<file path="config.mk">
export PLATFORM = sky130hd
export DESIGN_NAME = registrador_universal
export DESIGN_NICKNAME = d
export VERILOG_FILES = /design/src/rtl/registrador_universal.sv
export SDC_FILE = /design/constraint.sdc
export NUM_CORES = 1
export LEC_CHECK = 0
export BUFFER_PORTS_ARGS = -buffer_cell sky130_fd_sc_hd__buf_4
export CORE_ASPECT_RATIO = 0.5
export CORE_UTILIZATION = 49
export DETAILED_ROUTE_END_ITERATION = 16
export PLACE_DENSITY_LB_ADDON = 0.15
export SLEW_MARGIN = 15
export SYNTH_ARGS = -nofsm -noshare
export SYNTH_HDL_FRONTEND = slang
export SYNTH_SLANG_ARGS = --single-unit
</file>
<file path="constraint.sdc">
create_clock -name clock -period 1.2 [get_ports clock]
set_input_delay 0.24 -clock clock [delete_from_list [all_inputs] [get_ports clock]]
set_output_delay 0.24 -clock clock [all_outputs]
set_load 0.03 [all_outputs]
</file>
<file path="src/rtl/registrador_universal.sv">
// registrador_universal: WIDTH-bit function-coded working register with serial in/out,
// rotates and a multi-cycle N-position shift engine with a busy/done handshake.
// Optional build macro REGISTRADOR_ARITH_SHIFT_EN: right shifts fill with dout[WIDTH-1] instead of ser_in.
module registrador_universal #(
    parameter int WIDTH = 8,
    parameter int AMT_W = 4
) (
    input  logic             clock,
    input  logic             reset,
    input  logic [2:0]       func,
    input  logic [WIDTH-1:0] din,
    input  logic             ser_in,
    input  logic             dir,
    input  logic [AMT_W-1:0] shamt,
    output logic [WIDTH-1:0] dout,
    output logic             ser_out,
    output logic             busy,
    output logic             done
);
    typedef enum logic {IDLE, SHIFT} state_t;
    localparam logic [AMT_W-1:0] AMT_MAX = AMT_W'(WIDTH);
    state_t           state;
    logic [AMT_W-1:0] count;
    logic [AMT_W-1:0] amt;
    logic             dir_q;
    logic             fill;
    logic [WIDTH-1:0] shr;
    logic [WIDTH-1:0] shl;
    // right-shift fill bit, one-step shift candidates and the clamped SHIFTN amount
    always_comb begin
`ifdef REGISTRADOR_ARITH_SHIFT_EN
        fill = dout[WIDTH-1];
`else
        fill = ser_in;
`endif
        shr = {fill, dout[WIDTH-1:1]};
        shl = {dout[WIDTH-2:0], ser_in};
        amt = (shamt > AMT_MAX) ? AMT_MAX : shamt;
    end
    // func decode in IDLE; in SHIFT one step per edge until the counter drains, inputs ignored
    always_ff @(posedge clock) begin
        if (reset) begin
            dout    <= '0;
            ser_out <= 1'b0;
            busy    <= 1'b0;
            done    <= 1'b0;
            state   <= IDLE;
            count   <= '0;
            dir_q   <= 1'b0;
        end else begin
            done <= 1'b0;
            case (state)
                IDLE: begin
                    case (func)
                        3'b001: dout <= din;
                        3'b010: begin
                            dout    <= shr;
                            ser_out <= dout[0];
                        end
                        3'b011: begin
                            dout    <= shl;
                            ser_out <= dout[WIDTH-1];
                        end
                        3'b100: dout <= '0;
                        3'b101: begin
                            dout    <= {dout[0], dout[WIDTH-1:1]};
                            ser_out <= dout[0];
                        end
                        3'b110: begin
                            dout    <= {dout[WIDTH-2:0], dout[WIDTH-1]};
                            ser_out <= dout[WIDTH-1];
                        end
                        3'b111: begin
                            if (amt == '0) begin
                                done <= 1'b1;
                            end else begin
                                count <= amt;
                                dir_q <= dir;
                                busy  <= 1'b1;
                                state <= SHIFT;
                            end
                        end
                        default: ;
                    endcase
                end
                SHIFT: begin
                    dout    <= dir_q ? shl : shr;
                    ser_out <= dir_q ? dout[WIDTH-1] : dout[0];
                    count   <= count - 1'b1;
                    if (count == AMT_W'(1)) begin
                        state <= IDLE;
                        busy  <= 1'b0;
                        done  <= 1'b1;
                    end
                end
                default: state <= IDLE;
            endcase
        end
    end
endmodule

</file>
==> results_dict.tcl <==
set metrics [dict create \
    syn-cell-area_sq_um 1364 \
    finalSetupViolCount 4 \
    vias 1512 \
    clkSinkCount 17 \
    post-route-min-period_ns 1.234 \
    syn_to_final_growth_pct 39.45 \
    core_sq_um 2619 \
    drv_slew 0 \
    synth_edf_count 0 \
    antenna_left 0 \
    dp_slack_ns -0.2161 \
    rr_worst_depth 4 \
    grtUsageTotal_pct 26.62 \
    place_congestion 0.9094 \
    clk_pin_slew_ns 0.07 \
    rsz0062_at_grt "yes" \
    hold_viol 0 \
    die_x_um 76.61 \
    clock_skew_ns 0.003750 \
    use_met3_pct 5.116 \
    drt-vias-per-instance 6.000 \
    worstPathRequired_ns 1.35 \
    slew_headroom_pct 70.19 \
    r2r-end "dout[1]" \
    nNetsFinal 237 \
    power_density_nw_per_um2 942.3 \
    synth_most_common_cell "dfxtp_1" \
    cp_slowest_stage_delay_ns 0.36 \
    crit_arrival_ns 1.38 \
    async_reset_ff_share_pct 0 \
    met1_usage_pct 32.73 \
    whs_path_depth 3 \
    rr_startpoint "state" \
    grt_pass1_wl_um 5940 \
    p_leak_nw 0.7924 \
    totalPowerFinal_w 0.001792 \
    dp.cells 243 \
    min-delay-start "dir" \
    syn_nets 187 \
    hpwl_um 2773 \
    ys_ff_latch 17 \
    dr.pass1.iters 4 \
    max_freq_ghz 0.8106 \
    top_usage_layer "met2" \
    ff2ff_setup_slack_ns -0.03 \
    end_kind "flip-flop" \
    rows 13 \
    post-route-util_pct 72.62 \
    dieArea_sq_um 3011 \
    cts_root_buffer "clkbuf_8" \
    yosysUniqueCellTypes 56 \
    drt_iter0_drc 83 \
    yosys.area.top_type "dfxtp_1" \
    ioPinCount 30 \
    yosys-top-cells-area "dfxtp_1 (25%), a311oi_1 (4.5%), nand2_1 (4.4%)" \
    die_y_um 39.31 \
    run_status "finished, violations left" \
    grt_util_met2_pct 47.30 \
    violations "setup timing" \
    setup_ws_ns -0.03370 \
    clockBufferDepth 2 \
    routedWlPerCell_um 15.96 \
    start_util_pct 52.08 \
    synth_flop_cell "dfxtp_1" \
    instances_no_fill 252 \
    yosysSeqAreaShare_pct 24.95 \
    netlist_instances 166 \
    cp-start-kind "flip-flop" \
    layout-drive-gt1-share_pct 45.58 \
    cp_slowest_cell "dfxtp_2" \
    yosysTopAreaCellShare_pct 24.95 \
    avgSynthCellArea_sq_um 8.216 \
    synthTopCellsByCount "dfxtp_1 (17), nand2_1 (16), nor2_1 (13)" \
    cts_tree "built" \
    clock_latency_ns 0.26 \
    antenna_found_initial 0 \
    path_class "reg2reg" \
    grt_max_degree 19 \
    yosysWarnings 0 \
    ir_worst_vdd_mv 0.6063 \
    maxCapViolCount 0 \
    holdPathEnd "dir_q" \
    grt-ovfl-total 0 \
    portBuffers 29 \
    wirelength_um 4022 \
    numCtsBuffers 3 \
    diodes 0 \
    hold_path.class "in2reg" \
    tightest_slew_ns 0.4438 \
    grt_pass1_vias 1234 \
    path_max_fanout 2 \
    htree_levels 1 \
    period_share_pct 102.8 \
    path_cells "and4bb_1, o41ai_2, o31ai_1, o2bb2ai_1" \
    drc 0 \
]
critical path, delay by kind of cell (launching register included):
family / cells / cell delay (ns)
AO/OA/AOI/OAI: 3 / 0.55
AND/OR/NAND/NOR: 1 / 0.22
flip-flops: 1 / 0.36
worst max path at each step:
| stage | start | to | cells after the start |
|---|---|---|---|
| after CTS | dout[0] | dout[1] | 4 |
| final | state | dout[1] | 4 |
| after global routing | dout[0] | dout[7] | 4 |
| after global placement | func[0] | dout[4] | 6 |
| after floorplan | dout[0] | dout[1] | 4 |
| after detailed placement | shamt[2] | count[2] | 5 |
sequential cells by signal (all words and copies together) (netlist names):
name	cells
state	1
done	1
ser_out	1
busy	1
dout	8
count	4
dir_q	1
area by class of cell:
type                            instances  area [sq um]
Multi-Input combinational cell        126         962.2
Fill cell                             205         716.9
Timing Repair Buffer                   58         455.4
Sequential cell                        17         350.3
Inverter                               10         41.29
Clock buffer                            3         41.29
Clock inverter                          1         5.005
Tap cell                               37         46.29
report_power, final:
part	internal, W	total [W]	switching [W]
clock	0.000231	0.000455	0.000224
sequential	0.000616	0.000690	0.0000745
combinational	0.000315	0.000647	0.000332
total	0.00116	0.00179	0.000630
timing repair:
item / 4_1_cts / 5_1_grt
gates cloned: 1 / 0
pin swaps: 3 / 4
endpoints found under the setup margin: 13 / 14
gates resized for setup: 10 / 6
buffers inserted: 1 / 3
hold buffers: 0 / 0
metal layers:
| layer | vias up | wire length, um |
|---|---|---|
| li1 | 726 | - |
| met1 | 708 | 1814 |
| met2 | 68 | 1861 |
| met3 | 10 | 271 |
| met4 | 0 | 75 |
| met5 | - | 0 |
placed cells by master, fill, tap and decap left out, types with 2 or more instances in the layout:
cell,synthesis,layout
inv_1,9,8
a221oi_2,1,3
a22o_1,2,2
a222oi_1,2,2
nor2_1,13,13
dfxtp_2,0,5
nand2_1,16,15
o21ai_1,2,2
clkbuf_8,0,3
a311oi_1,7,6
nor3_1,7,5
and3b_1,2,2
o21ai_0,3,3
dfxtp_1,17,11
nand2b_1,3,3
buf_4,4,56
o21bai_1,8,8
a21oi_1,11,9
a21oi_2,1,3
o2111ai_1,3,3
ha_1,2,2
mux2_2,4,4
a211oi_1,3,2
mux2i_1,3,3
stage by stage:
stage	instance area [sq um]	hold slack (ns)	setup TNS, ns
2_1_floorplan	1420	0.3875	-0.2790
3_3_place_gp	1755	0.4672	-2.376
3_5_place_dp	1755	0.4738	-2.691
4_1_cts	1859	0.2499	-0.05361
5_1_grt	1902	0.2492	-0.7625
6_report	1902	0.2516	-0.08770
logic make-up (layout without fill, tap and decap cells):
group | count (synthesis) | count (layout) | synth area share [%]
buffers and inverters | 24 | 72 | 10.64
flip-flops | 17 | 17 | 24.95
adder cells (fa/ha/maj) | 2 | 2 | 1.835
multiplexers | 7 | 7 | 5.504
XOR/XNOR | 2 | 2 | 1.835
AO/OA/AOI/OAI | 59 | 60 | 33.31
AND/OR/NAND/NOR | 55 | 55 | 21.93
No activity file was read; power rests on OpenSTA's default activity.
